<file path="src/rtl/cc_irq_pkg.sv">
`default_nettype none
// ============================================================================
// Module   : cc_irq_pkg
// Brief    : Shared encodings for the event IRQ scheduler (states, register map).
// Revision : 1.0 - initial release
// ============================================================================
package cc_irq_pkg;

  localparam int MAX_SRC = 8;

  localparam logic [1:0] IDLE    = 2'd0;
  localparam logic [1:0] ASSERT  = 2'd1;
  localparam logic [1:0] HOLDOFF = 2'd2;

  localparam logic [2:0] PEND = 3'd0;
  localparam logic [2:0] MASK = 3'd1;
  localparam logic [2:0] VECT = 3'd2;
  localparam logic [2:0] CLR  = 3'd3;
  localparam logic [2:0] STAT = 3'd4;

  // An invalid vector reads as all zeros so a stale grant ID never leaks out.
  function automatic logic [31:0] vector_word(input logic valid, input logic [2:0] id);
    return valid ? {1'b1, 28'd0, id} : 32'd0;
  endfunction

endpackage
`default_nettype wire

</file>
<file path="src/rtl/irq_priority_picker.sv">
`default_nettype none
// ============================================================================
// Module   : irq_priority_picker
// Brief    : Combinational picker; first set request at or after 'start', wrapping.
// Revision : 1.0 - initial release
// ============================================================================
module irq_priority_picker
  import cc_irq_pkg::*;
#(
  parameter int NUM_SRC = 4
)(
  input  logic [NUM_SRC-1:0] req,
  input  logic [2:0]         start,
  output logic [2:0]         grant_id,
  output logic               grant_valid
);

  logic [MAX_SRC-1:0] w_req;
  logic [3:0]         w_idx;

  assign w_req = MAX_SRC'(req);

  // Walk from the far end back towards 'start' so the closest hit is written last.
  always_comb begin
    grant_id    = 3'd0;
    grant_valid = 1'b0;
    w_idx       = 4'd0;
    for (int k = NUM_SRC - 1; k >= 0; k--) begin
      w_idx = {1'b0, start} + 4'(k);
      if (w_idx >= 4'(NUM_SRC))
        w_idx = w_idx - 4'(NUM_SRC);
      if (w_req[w_idx[2:0]]) begin
        grant_id    = w_idx[2:0];
        grant_valid = 1'b1;
      end
    end
  end

endmodule
`default_nettype wire

</file>
<file path="src/rtl/event_irq_scheduler.sv">
`default_nettype none
// ============================================================================
// Module   : event_irq_scheduler
// Brief    : AHB-lite slave latching event edges and serving them on one IRQ.
//            IRQ_ROUND_ROBIN_EN selects round-robin instead of fixed priority.
// Revision : 1.0 - initial release
// ============================================================================
module event_irq_scheduler
  import cc_irq_pkg::*;
#(
  parameter int NUM_SRC     = 4,
  parameter int IRQ_HOLDOFF = 2
)(
  input  logic               HCLK,
  input  logic               HRESETn,
  input  logic [31:0]        HADDR,
  input  logic [31:0]        HWDATA,
  input  logic               HWRITE,
  input  logic               HREADY,
  input  logic               HSEL,
  input  logic [2:0]         HSIZE,
  input  logic [1:0]         HTRANS,
  input  logic [NUM_SRC-1:0] EVT,
  output logic [31:0]        HRDATA,
  output logic               HREADYOUT,
  output logic               IRQ
);

  localparam logic [3:0]         c_hold_load = 4'(IRQ_HOLDOFF - 1);
  localparam logic [NUM_SRC-1:0] c_one       = NUM_SRC'(1);

  logic               r_active, r_write;
  logic [2:0]         r_addr;
  logic [NUM_SRC-1:0] r_evt_last, r_pend, r_mask, r_ovf;
  logic [1:0]         r_state;
  logic [2:0]         r_grant;
  logic [3:0]         r_hold_cnt;
  logic               r_irq;

  logic               w_addr_phase, w_rd, w_wr, w_ack, w_grant_live;
  logic [NUM_SRC-1:0] w_edge, w_clr_bits, w_ack_bits, w_grant_bit;
  logic [2:0]         w_start, w_pick_id;
  logic               w_pick_valid;
  logic [31:0]        w_rdata;
  logic               w_unused;

  assign w_addr_phase = HSEL && HREADY && (HTRANS != 2'b00);
  assign w_rd         = r_active && !r_write;
  assign w_wr         = r_active && r_write;
  assign w_ack        = w_rd && (r_addr == VECT) && (r_state == ASSERT);
  assign w_edge       = EVT & ~r_evt_last;
  assign w_clr_bits   = (w_wr && (r_addr == CLR)) ? HWDATA[NUM_SRC-1:0] : '0;
  assign w_grant_bit  = c_one << r_grant;
  assign w_ack_bits   = w_ack ? w_grant_bit : '0;
  assign w_grant_live = |(w_grant_bit & r_pend & r_mask);
  assign w_unused     = ^{HADDR[31:5], HADDR[1:0], HSIZE, HWDATA};

  always_ff @(posedge HCLK or negedge HRESETn) begin
    if (!HRESETn) begin
      r_active <= 1'b0;
      r_write  <= 1'b0;
      r_addr   <= 3'd0;
    end else begin
      r_active <= w_addr_phase;
      if (w_addr_phase) begin
        r_write <= HWRITE;
        r_addr  <= HADDR[4:2];
      end
    end
  end

  // New edges are OR-ed in after clears so a coincident event is never lost.
  always_ff @(posedge HCLK or negedge HRESETn) begin
    if (!HRESETn) begin
      r_evt_last <= '0;
      r_pend     <= '0;
      r_mask     <= '0;
      r_ovf      <= '0;
    end else begin
      r_evt_last <= EVT;
      r_pend     <= (r_pend & ~w_clr_bits & ~w_ack_bits) | w_edge;
      r_ovf      <= ((w_wr && (r_addr == STAT)) ? '0 : r_ovf) | (w_edge & r_pend);
      if (w_wr && (r_addr == MASK))
        r_mask <= HWDATA[NUM_SRC-1:0];
    end
  end

`ifdef IRQ_ROUND_ROBIN_EN
  logic [2:0] r_rr_ptr;

  always_ff @(posedge HCLK or negedge HRESETn) begin
    if (!HRESETn)
      r_rr_ptr <= 3'd0;
    else if (w_ack)
      r_rr_ptr <= r_grant;
  end

  assign w_start = (r_rr_ptr == 3'(NUM_SRC - 1)) ? 3'd0 : r_rr_ptr + 3'd1;
`else
  assign w_start = 3'd0;
`endif

  irq_priority_picker #(.NUM_SRC(NUM_SRC)) u_picker (
    .req         (r_pend & r_mask),
    .start       (w_start),
    .grant_id    (w_pick_id),
    .grant_valid (w_pick_valid)
  );

  always_ff @(posedge HCLK or negedge HRESETn) begin
    if (!HRESETn) begin
      r_state    <= IDLE;
      r_grant    <= 3'd0;
      r_hold_cnt <= 4'd0;
      r_irq      <= 1'b0;
    end else begin
      case (r_state)
        IDLE: begin
          if (w_pick_valid) begin
            r_grant <= w_pick_id;
            r_irq   <= 1'b1;
            r_state <= ASSERT;
          end
        end
        ASSERT: begin
          // Software masking or clearing the granted source withdraws the request.
          if (w_ack || !w_grant_live) begin
            r_irq      <= 1'b0;
            r_hold_cnt <= c_hold_load;
            r_state    <= HOLDOFF;
          end
        end
        HOLDOFF: begin
          if (r_hold_cnt == 4'd0)
            r_state <= IDLE;
          else
            r_hold_cnt <= r_hold_cnt - 4'd1;
        end
        default: begin
          r_irq   <= 1'b0;
          r_state <= IDLE;
        end
      endcase
    end
  end

  always_comb begin
    w_rdata = 32'd0;
    case (r_addr)
      PEND:    w_rdata = 32'(r_pend);
      MASK:    w_rdata = 32'(r_mask);
      VECT:    w_rdata = vector_word(r_state == ASSERT, r_grant);
      STAT:    w_rdata = {16'd0, 8'(r_ovf), 6'd0, r_state};
      default: w_rdata = 32'd0;
    endcase
  end

  assign HRDATA    = w_rd ? w_rdata : 32'd0;
  assign HREADYOUT = 1'b1;
  assign IRQ       = r_irq;

endmodule
`default_nettype wire
</file>
<file path="config.mk">
export PLATFORM = sky130hd
export DESIGN_NAME = event_irq_scheduler
export DESIGN_NICKNAME = d
export VERILOG_FILES = /design/src/rtl/cc_irq_pkg.sv /design/src/rtl/irq_priority_picker.sv /design/src/rtl/event_irq_scheduler.sv
export SDC_FILE = /design/constraint.sdc
export NUM_CORES = 1
export LEC_CHECK = 0
export BUFFER_PORTS_ARGS = -buffer_cell sky130_fd_sc_hd__buf_2
export CORE_MARGIN = 10
export CORE_UTILIZATION = 42
export CTS_BUF_LIST = sky130_fd_sc_hd__clkbuf_16
export DETAILED_ROUTE_END_ITERATION = 8
export PLACE_DENSITY = 0.85
export SLEW_MARGIN = 10
export SYNTH_ARGS = -nofsm -noshare
export SYNTH_HDL_FRONTEND = slang
export SYNTH_SLANG_ARGS = --single-unit
export TNS_END_PERCENT = 5
</file>
<file path="constraint.sdc">
create_clock -name HCLK -period 1.8 [get_ports HCLK]
set_input_delay 0.36 -clock HCLK [delete_from_list [all_inputs] [get_ports HCLK]]
set_output_delay 0.36 -clock HCLK [all_outputs]
set_load 0.01 [all_outputs]
</file>
# Word-level counts from Yosys, hierarchy flattened
# Index checks and enable logic that the tools add are counted.
[op_classes]
addsub = 1
n_eq_ne = 10
shift = 1
muxes = 24
bitwise_logic = 13
n_reduce_logical = 22
[ops]
columns = ["cell", "count"]
rows = [
  ["32-bit one-hot mux with 4 select lines", 1],
  ["32-bit two-way mux", 2],
  ["4-bit bitwise AND", 7],
  ["4-bit two-way mux", 5],
  ["2-bit two-way mux", 7],
  ["4-bit NOT", 3],
  ["1-bit logical AND", 9],
  ["3-bit AND reduction", 3],
  ["4-bit bitwise OR", 2],
  ["4-bit one-hot mux with 2 select lines", 1],
  ["3-bit by 2-bit equality test with 1-bit output (second input constant)", 2],
  ["1-bit two-way mux", 6],
  ["2-bit != test (second input constant)", 3],
  ["2-bit one-hot mux with 3 select lines", 1],
  ["4-bit zero test", 1],
  ["2-bit nonzero test", 2],
  ["4-bit OR reduction", 1],
  ["1-bit by 3-bit left shift with 4-bit output (first input constant)", 1],
  ["4-bit by 1-bit subtractor with 4-bit output (second input constant)", 1],
  ["3-bit by 1-bit equality test with 1-bit output (second input constant)", 1],
  ["3-bit equality test (second input constant)", 1],
  ["3-bit zero test", 1],
  ["1-bit one-hot mux with 3 select lines", 1],
  ["2-bit by 1-bit equality test with 1-bit output (second input constant)", 1],
  ["other kinds (7)", 8],
]
[word_totals]
reg_bits = 31
word_cells = 82

# Depth between registers and ports, before layout
# Gate-level depths: netlist of the first run.
[logic_depth]
depth_word = 8
ltp_mapped = 6
mapped_depth_nobuf = 6

# Hierarchy
# From an unflattened synthesis of the first run, not the netlist that was laid out.
[hier_totals]
cells_unflattened = 211
area_unflattened_um2 = 2112.0
[by_module_without_submodules]
columns = ["module", "n_inst", "cells_per_inst", "area_per_inst_um2"]
rows = [
  ["event_irq_scheduler", 1, 174, 1801.7],
  ["irq_priority_picker", 1, 37, 310.3],
]

# Worst setup path after synthesis of the first run
# No wires, ideal clock.
[synth_path]
path_type = "reg2reg"
startpoint = "reg r_addr[2]"
endpoint = "reg r_pend[3]"
setup_ns = 0.122
arrival_time_ns = 1.516
required_ns = 1.678
slack_ns = 0.163
path_stages_with_launch = 7
synth_period_minus_slack_ns = 1.637
path_cell_list = "dfrtp_1 buf_6 nand2b_4 or4_4 clkinv_4 nand3_2 a32o_1"
[synth_between]
elab_chain_len = 7
elab_cells_between_ends = 12
[synth_rtl]
columns = ["element", "line_no", "text"]
rows = [
  ["from (decl)", "event_irq_scheduler.sv:33", "logic [2:0] r_addr;"],
  ["from (signal assigned)", "event_irq_scheduler.sv:67", "r_addr <= HADDR[4:2];"],
  ["3-bit by 2-bit equality test with 1-bit output (on tied branches)", "event_irq_scheduler.sv:52, event_irq_scheduler.sv:50", ""],
  ["1-bit logical AND (on tied branches)", "event_irq_scheduler.sv:52, event_irq_scheduler.sv:50", ""],
  ["4-bit two-way mux or 1-bit logical AND (tied branches)", "event_irq_scheduler.sv:52, event_irq_scheduler.sv:50", ""],
  ["4-bit NOT or 4-bit two-way mux (tied branches)", "event_irq_scheduler.sv:81, event_irq_scheduler.sv:54", ""],
  ["4-bit bitwise AND or 4-bit NOT (tied branches)", "event_irq_scheduler.sv:81", "r_pend <= (r_pend & ~w_clr_bits & ~w_ack_bits) | w_edge;"],
  ["4-bit bitwise AND (*)", "event_irq_scheduler.sv:81", ""],
  ["4-bit bitwise OR (*)", "event_irq_scheduler.sv:81", ""],
  ["to (signal assigned)", "event_irq_scheduler.sv:81", ""],
  ["to (decl)", "event_irq_scheduler.sv:34", "logic [NUM_SRC-1:0] r_evt_last, r_pend, r_mask, r_ovf;"],
]
# Mark *: on every way between the ends. The rest lies on a longest branch, timed or not.
# A chain may end at the register's enable or synchronous reset.

# Worst setup path after layout of the first run
[layout_path]
startpoint = "reg r_addr[0]"
endpoint = "out HRDATA[0]"
[layout_between]
elab_chain_len = 3
elab_cells_between_ends = 6
[layout_rtl]
columns = ["element", "line_no", "text"]
rows = [
  ["3-bit equality test (tied with other cells)", "event_irq_scheduler.sv:149", "case (r_addr)"],
  ["32-bit one-hot mux with 4 select lines (*)", "event_irq_scheduler.sv:149", ""],
  ["32-bit two-way mux (*)", "event_irq_scheduler.sv:158", "assign HRDATA = w_rd ? w_rdata : 32'd0;"],
  ["to (decl)", "event_irq_scheduler.sv:24", "output logic [31:0] HRDATA,"],
]
# Marks and branches as above.

==> flow_metrics.tcl, run 1 <==
set metrics [dict create \
    status "complete, but fails checks" \
    violations "negative setup slack" \
    synth_edf_count 0 \
    clkLatencyLatePin_ns 0.27 \
    ys_top_cells_by_area "dfrtp_1, buf_4, mux2_2" \
    clock_path_buffers 2 \
    crit_chain "mux2i_2 > a2bb2oi_2 > a2bb2oi_2 > nor2_2 > buf_2" \
    pre_cts_ws_ns 0.0892 \
    grt_max_degree 31 \
    die_h_um 83.7 \
    design.portCount 112 \
    rsz0062_at_grt "yes" \
    hold_viol 0 \
    synth_top_area_share_pct 44.1 \
    slowest_delay_ns 0.46 \
    critPathMostFrequentCell "a2bb2oi_2" \
    post-place-cells 253 \
    overflow 0 \
    startpoint_type "flop" \
    drt-total-wl_mm 4.29 \
    maxSlewViolCount 0 \
    worst_pin_slew_ns 0.655 \
    grt_pass1_wl_mm 6.47 \
    syn-cell-area_mm2 0.00170 \
    synth_cells 169 \
    cts-root-buf "clkbuf_16" \
    vdd_drop_max_uv 815 \
    path_class "reg2out" \
    drc 0 \
    cts_buffers 5 \
    syn_avg_cell_area_um2 10.1 \
    fin_nets 294 \
    fin_skew_ns 0.00471 \
    synth_largest_area_cell "dfrtp_1" \
    p_leak_nw 1.04 \
    seq_area_frac_synth_pct 44.1 \
    gp_congestion 0.839 \
    first_iter_violations 69 \
    ctsHtreeMaxLevel 2 \
    relSlewSlack_pct 56.3 \
    setup_violations 9 \
    fin_crit_ns 1.93 \
    grt_util_met1_pct 10.6 \
    fin_crit_sh_pct 107 \
    required_ns 1.44 \
    grt_pass1_vias 1423 \
    cts.sinks 30 \
    setup_slack_ns -0.126 \
    ys_types 49 \
    viasPerCell 5.06 \
    endpoint_kind "primary output" \
    holdBufCountCts 0 \
    ys_top_cells_by_count "dfrtp_1, buf_4, nand2_1, inv_1" \
    area_growth_pct 27.4 \
    wire_per_inst_um 16.1 \
    arrival_ns 1.57 \
    drive_gt1_share_pct 37.5 \
    ys_warn_count 0 \
    fp.dieW_um 83.7 \
    grt.busiest_layer "met2" \
    core_area_mm2 0.00397 \
    fin_hold_ws_ns 0.114 \
    track_usage_pct 11.2 \
    antenna_cells 0 \
    instances_no_fill 266 \
    worstHoldPathType "in2async" \
    design_area_mm2 0.00217 \
    synthArstFlopShare_pct 100 \
    std_cell_rows 23 \
    placed_area_mm2 0.00188 \
    cts_tree "yes" \
    dp_hpwl_mm 2.96 \
    die_area_mm2 0.00700 \
    power_density_mw_per_mm2 1310 \
    ys_seq_elements 30 \
    clock.fmax_mhz 519 \
    crit_fanout 7 \
    yosysMostFrequentCell "dfrtp_1" \
    ys.flop_type "dfrtp_1" \
    dr.pass1.iters 4 \
    start_util_pct 42.8 \
    io_buffers 27 \
    antenna_found_initial 0 \
    grt_use_met3_pct 4.10 \
    grt_use_met2_pct 20.2 \
    clk_pin_slew_ns 0.05 \
    cap_violations 0 \
    via_count 1346 \
    drtAntennaViolNets 0 \
    crit_slowest_cell "dfrtp_2" \
]
[cells in the final DEF (no fill, tap or decap), drive strengths merged, types with 5 or more instances in the layout]
cell | Yosys | final
o21ai | 7 | 7
nand2b | 5 | 5
buf | 26 | 45
inv | 12 | 13
conb | 2 | 24
nand2 | 14 | 14
clkbuf | 2 | 5
mux2 | 6 | 6
a21oi | 5 | 5
dfrtp | 30 | 30
nor2 | 6 | 6
[worst paths after layout]
path | startpoint | to | slack [ns] | depth (start not counted)
worst max-delay path | r_addr[0] | HRDATA[0] | -0.13 | 5
worst min-delay path | HRESETn | r_evt_last[1] | 0.11 | 1
worst max register to register | r_addr[2] | r_pend[3] | 0.05 | 6
worst min register to register | r_ovf[2] | r_ovf[2] | 0.49 | 1
max in group asynchronous | HRESETn | r_addr[0] | 1.22 | 1
min in group HCLK | EVT[1] | r_evt_last[1] | 0.20 | 1
[final cells by class]
class / count / area [µm²]
clock buffers: 5 / 125
clock inverters: 3 / 12.5
fillers: 339 / 1800
inverters: 13 / 53.8
multi-input cells: 120 / 868
flip-flops and latches: 30 / 752
well taps: 50 / 62.6
repair buffers: 45 / 294
[power by group]
group | internal (mW) | switching (mW) | total (mW)
Clock | 0.498 | 0.277 | 0.774
Sequential | 0.842 | 0.164 | 1.01
Combinational | 0.530 | 0.539 | 1.07
[per-stage QoR]
stage	TNS [ns]	utilization (%)	total power, mW
after floorplan	0	-	1.64
after global placement	0	47.2	1.86
after detailed placement	0	47.2	1.90
after CTS	-0.688	52.4	2.73
after global routing	-1.20	54.6	3.00
final	-0.569	54.6	2.85
[flip-flops by register name, indices dropped and copies added (netlist names), 2 cells and up]
name / cells
r_mask: 4
r_hold_cnt: 4
r_evt_last: 4
r_state: 2
r_addr: 3
r_ovf: 4
r_grant: 2
r_pend: 4
[repair_timing]
action / CTS / global route
setup endpoints to repair: 8 / 10
pin swaps: 1 / 9
buffers inserted: 4 / 1
resized for setup: 7 / 18
[critical path: cells and delay by family (launching register included)]
kind	cells	cell delay, ns
DFF	1	0.46
buffers and inverters	1	0.14
muxes	1	0.26
and+or+nand+nor	1	0.06
AOI/OAI and AO/OA	2	0.37
[kinds of logic (layout without fill, tap and decap cells)]
| group | count (synthesis) | count (layout) | synth area share (%) |
|---|---|---|---|
| fa+ha+maj | 1 | 1 | 0.735 |
| simple gates | 49 | 49 | 16.2 |
| buf+inv | 41 | 66 | 15.1 |
| xor+xnor | 2 | 2 | 1.03 |
| compound gates | 33 | 33 | 14.7 |
| other cells | 2 | 24 | 0.441 |
| mux | 11 | 11 | 7.65 |
| flops | 30 | 30 | 44.1 |
[metal layers]
metal	share of wire (%)	wire, µm
met1	37	1570
met2	53	2270
met3	7.4	317
met4	3.2	136
met5	0	0
(Power assumes the default switching activity.)
==> run 2, diff against run 1 <==
--- a/config.mk
+++ b/config.mk
@@ -5,6 +5,7 @@
 export SDC_FILE = /design/constraint.sdc
 export NUM_CORES = 1
 export LEC_CHECK = 0
+export ABC_AREA = 1
 export BUFFER_PORTS_ARGS = -buffer_cell sky130_fd_sc_hd__buf_2
 export CORE_MARGIN = 10
 export CORE_UTILIZATION = 42
==> run 2 against run 1 <==
  * The flow still finishes with violations (negative setup slack)
  * Combinational power fell by 4%
  * Largest cell class unchanged
  * Worst hold slack improved by 0.0081 ns
  * Global-route usage rose by 0.65 points
==> flow_metrics.tcl, run 2 <==
set metrics [dict create \
    status "complete, but fails checks" \
    violations "negative setup slack" \
    worst_pin_slew_ns 0.677 \
    overflow 0 \
    cap_violations 0 \
    die_area_mm2 0.00708 \
    arrival_ns 1.44 \
    std_cell_rows 23 \
    setup_slack_ns -0.00466 \
    cts-root-buf "clkbuf_16" \
    hold_viol 0 \
    required_ns 1.44 \
    setup_violations 1 \
    drt-total-wl_mm 4.10 \
    grt_pass1_vias 1525 \
    yosysMostFrequentCell "nand2_1" \
    ys_top_cells_by_count "nand2_1, dfrtp_1, inv_1, buf_4, nor2_1" \
    wire_per_inst_um 12.7 \
    tns_ns -0.00466 \
    final_common_cell "nand2_1" \
    first_iter_violations 134 \
    cts_buffers 5 \
    maxSlewViolCount 0 \
    design.portCount 112 \
    pre_cts_ws_ns 0.193 \
    total_power_mw 2.98 \
    syn_avg_cell_area_um2 7.51 \
    design_area_mm2 0.00212 \
    clkLatencyLatePin_ns 0.27 \
    area_growth_pct 22.7 \
    antenna_cells 0 \
    drive_gt1_share_pct 26.5 \
    fin_nets 350 \
    die_h_um 84.1 \
    clock.fmax_mhz 554 \
    clock_path_buffers 2 \
    synthArstFlopShare_pct 100 \
    antenna_found_initial 0 \
    syn-cell-area_mm2 0.00173 \
    post-place-cells 305 \
    via_count 1526 \
    track_usage_pct 11.8 \
    synth_top_area_share_pct 43.5 \
    drc 0 \
    crit_fanout 5 \
    placed_area_mm2 0.00183 \
    p_leak_nw 1.17 \
    fin_skew_ns 0.00478 \
    grt_pass1_wl_mm 7.02 \
    ctsHtreeMaxLevel 2 \
    worstHoldPathType "in2async" \
    fin_hold_ws_ns 0.122 \
    gp_congestion 0.882 \
    core_area_mm2 0.00400 \
    rsz0062_at_grt "yes" \
    dr.pass1.iters 4 \
    ys_types 25 \
    drtAntennaViolNets 0 \
    startpoint_type "flop" \
    layout_common_cells "nand2_1, inv_1, dfrtp_1, buf_2, conb_1" \
    ys_warn_count 0 \
    seq_area_frac_synth_pct 43.5 \
    grt_max_degree 31 \
    clk_pin_slew_ns 0.05 \
    synth_cells 230 \
    path_class "reg2out" \
    utilization_pct 53.0 \
    endpoint_kind "primary output" \
    relSlewSlack_pct 54.8 \
    instances_no_fill 322 \
    fin_crit_ns 1.80 \
    dp_hpwl_mm 2.89 \
    fin_crit_sh_pct 100 \
    vdd_drop_max_uv 591 \
    fp.dieW_um 84.1 \
    cts.sinks 30 \
    cts_tree "yes" \
    viasPerCell 4.74 \
    ys_top_cells_by_area "dfrtp_1, nand2_1, buf_4" \
    ys.flop_type "dfrtp_1" \
    io_buffers 27 \
    power_density_mw_per_mm2 1410 \
    ys_seq_elements 30 \
    start_util_pct 43.2 \
    synth_largest_area_cell "dfrtp_1" \
    fillers 372 \
    synth_edf_count 0 \
]
run 2: cell count changes after synthesis, moves of 4 or more:
cell / delta
nand2_1: +44
inv_1: +17
nor2_1: +14
o21ai_1: +13
nand3_1: +9
inv_2: +6
mux2_2: -5
a2bb2oi_1: -4
a32o_1: -4
and2_1: -4
mux2i_1: -4
nand2b_1: -4
nor2_2: +4
run 2: layout make-up:
| type | count | area, µm² | share of cell area [%] |
|---|---|---|---|
| well taps | 50 | 62.6 | 2.95 |
| repair buffers | 36 | 215 | 10.2 |
| multi-input cells | 162 | 786 | 37.1 |
| clock buffers | 5 | 125 | 5.91 |
| flip-flops and latches | 30 | 754 | 35.6 |
| inverters | 36 | 135 | 6.38 |
| clock inverters | 3 | 40.0 | 1.89 |
run 2: where the power goes:
part / internal, mW / switching, mW / leakage [nW]
Combinational: 0.376 / 0.658 / 0.755
Sequential: 0.853 / 0.158 / 0.334
Clock: 0.646 / 0.286 / 0.0836
run 2: final timing paths:
path,startpoint,cells after the start,slack (ns),endpoint
setup reg to reg,r_hold_cnt[0],8,0.43,r_hold_cnt[1]
hold reg to reg,IRQ,2,0.47,IRQ
min in group HCLK,EVT[1],1,0.20,r_evt_last[1]
hold / removal,HRESETn,1,0.12,r_ovf[3]
setup / recovery,r_addr[1],6,-0.005,HRDATA[0]
max in group asynchronous,HRESETn,1,1.19,r_addr[2]
run 2: cell families after synthesis:
| group | after synthesis | share of synthesized area [%] |
|---|---|---|
| DFF | 30 | 43.5 |
| other | 2 | 0.435 |
| and+or+nand+nor | 106 | 27.1 |
| buffers and inverters | 60 | 18.3 |
| adders and majority gates | 1 | 0.725 |
| AOI/OAI and AO/OA | 31 | 10.0 |
run 2: routing by layer:
metal / global-route usage (%) / part of all wire, % / up-vias
met1: 13.8 / 42 / 706
met5: 0 / 0 / -
met3: 4.88 / 7.9 / 13
li1: - / - / 748
met4: 3.50 / 1.5 / 0
met2: 19.3 / 49 / 59
run 2: what timing repair did:
action                     in CTS  in global routing
buffers inserted                7                  2
hold endpoints to repair        0                  0
resized for setup              11                  3
pin swaps                       5                  5
setup endpoints to repair       7                  7
hold buffers                    0                  0
run 2: critical path: stages (launching register included):
cell     delay (ns)
dfrtp_2        0.45
nor2_4         0.17
nand2_4        0.10
o22ai_2        0.15
nor2_1         0.06
nor2_1         0.09
buf_2          0.15
==> run 3, diff against run 2 <==
--- a/config.mk
+++ b/config.mk
@@ -11,7 +11,7 @@
 export CORE_UTILIZATION = 42
 export CTS_BUF_LIST = sky130_fd_sc_hd__clkbuf_16
 export DETAILED_ROUTE_END_ITERATION = 8
-export PLACE_DENSITY = 0.85
+export PLACE_DENSITY = 0.8
 export SLEW_MARGIN = 10
 export SYNTH_ARGS = -nofsm -noshare
 export SYNTH_HDL_FRONTEND = slang
==> run 3 against run 2 <==
  * The flow still finishes with violations (negative setup slack)
  * Final cell count fell by 1.9%
  * Clock skew barely moved
  * Clock power fell by 19%
  * Combinational power barely moved
  * Maximum frequency fell by 1.7%
  * Die area did not move
  * Sequential power barely moved
  * Global-route usage fell by 0.86 points
  * Flip-flop and latch count did not move
  * Clock-buffer cell count did not move
  * Non-clock buffer count fell by 6
  * Critical path type unchanged
  * Largest cell class unchanged
==> flow_metrics.tcl, run 3 (synthesis results as in run 2) <==
set metrics [dict create \
    status "complete, but fails checks" \
    violations "negative setup slack" \
    dr.pass1.iters 4 \
    cts_buffers 5 \
    clock_power_share_pct 27.2 \
    maxSlewViolCount 0 \
    cts-root-buf "clkbuf_16" \
    dp_hpwl_mm 2.92 \
    drt-total-wl_mm 3.85 \
    clkLatencyLatePin_ns 0.27 \
    clock_path_buffers 2 \
    grt_max_degree 31 \
    layout_common_cells "nand2_1, dfrtp_1, inv_1, buf_2, conb_1" \
    power_density_mw_per_mm2 1370 \
    ctsHtreeMaxLevel 2 \
    die_area_mm2 0.00708 \
    first_iter_violations 118 \
    required_ns 1.44 \
    worstHoldPathType "in2async" \
    startpoint_type "flop" \
    via_count 1486 \
    clk_pin_slew_ns 0.05 \
    crit_fanout 6 \
    antenna_found_initial 0 \
    instances_no_fill 316 \
    post-place-cells 305 \
    setup_violations 3 \
    critPathLaunch "r_addr[1]" \
    design.portCount 112 \
    utilization_pct 50.7 \
    fin_skew_ns 0.00510 \
    fp.dieW_um 84.1 \
    intPower_mw 1.70 \
    cap_violations 0 \
    r2r_start "r_hold_cnt[0]" \
    rsz0062_at_grt "yes" \
    gp_congestion 0.854 \
    fillers 388 \
    wire_per_inst_um 12.2 \
    cts_tree "yes" \
    swShare_pct 38.7 \
    drtAntennaViolNets 0 \
    design_area_mm2 0.00203 \
    drc 0 \
    cts.sinks 30 \
    endpoint_kind "primary output" \
    area_growth_pct 17.5 \
    combPwrFrac_pct 36.4 \
    track_usage_pct 11.0 \
    core_area_mm2 0.00400 \
    path_class "reg2out" \
    relSlewSlack_pct 56.8 \
    p_leak_nw 1.12 \
    switchingPower_mw 1.07 \
    hold_viol 0 \
    fin_nets 344 \
    placed_area_mm2 0.00183 \
    grt_pass1_wl_mm 6.43 \
    grt_pass1_vias 1464 \
    setup_slack_ns -0.0354 \
    std_cell_rows 23 \
    vdd_drop_max_uv 819 \
    overflow 0 \
    antenna_cells 0 \
    fin_crit_sh_pct 102 \
    die_h_um 84.1 \
    power.share.sequential_pct 36.4 \
    viasPerCell 4.70 \
    drive_gt1_share_pct 21.8 \
    start_util_pct 43.2 \
    io_buffers 27 \
    clock.fmax_mhz 545 \
    arrival_ns 1.48 \
    holdBufCountCts 0 \
    worst_pin_slew_ns 0.648 \
    final_common_cell "nand2_1" \
    fin_hold_ws_ns 0.113 \
    fin_crit_ns 1.84 \
]
[run 3: cell types whose count changed in the layout (fill, tap and decap cells not counted), sizes merged]
cell / delta
clkinv: +1
bufinv: -1
buf: -6
[run 3: path summary, 6_finish.rpt]
kind | endpoint | slack [ns] | depth (start not counted)
max in group asynchronous | r_addr[1] | 1.22 | 1
hold / removal | r_mask[1] | 0.11 | 1
setup / recovery | HRDATA[0] | -0.04 | 6
setup reg to reg | r_hold_cnt[0] | 0.41 | 7
hold reg to reg | IRQ | 0.48 | 2
min in group HCLK | r_evt_last[1] | 0.20 | 1
[run 3: worst max-delay path, stage by stage (launching register included)]
cell and delay [ns]:
dfrtp_2 0.44, nor2_4 0.19, nand2_4 0.11, o22ai_2 0.16, nor2_1 0.05, nor2_1 0.10
buf_2 0.15
[run 3: per-stage QoR]
step           total power [mW]  setup TNS (ns)  setup WS, ns
3_5_place_dp               1.95               0         0.172
5_1_grt                    3.00          -0.427        -0.120
6_report                   2.77         -0.0423       -0.0354
2_1_floorplan              1.76               0         0.381
3_3_place_gp               1.91               0         0.168
4_1_cts                    2.76         -0.0565       -0.0177
[run 3: cell type report]
class,count,area [µm²],area share [%]
Multi-Input combinational cell,162,772,38.0
Sequential cell,30,753,37.1
Timing Repair Buffer,30,170,8.38
Inverter,36,135,6.66
Clock buffer,5,125,6.17
Tap cell,50,62.6,3.08
Clock inverter,3,11.3,0.555
[run 3: timing repair]
item	in CTS	in global routing
gates resized for setup	6	3
buffers inserted	2	1
pin swaps	2	2
setup endpoints to repair	3	9
[run 3: power by group through the flow]
stage | registers, mW | logic (mW) | clock network [mW]
2_1_floorplan | 0.977 | 0.781 | 0
3_5_place_dp | 1.00 | 0.947 | 0
5_1_grt | 1.03 | 1.16 | 0.810
3_3_place_gp | 0.996 | 0.917 | 0
6_report | 1.01 | 1.01 | 0.754
4_1_cts | 1.00 | 0.988 | 0.773
[run 3: per-layer routing]
metal  global-route usage, %  vias up  routed length, µm
met5                       0        -                  0
met4                    3.65        0                 32
met1                    12.7      679               1630
met3                    4.79        4                338
li1                        -      739                  -
met2                    17.6       64               1860
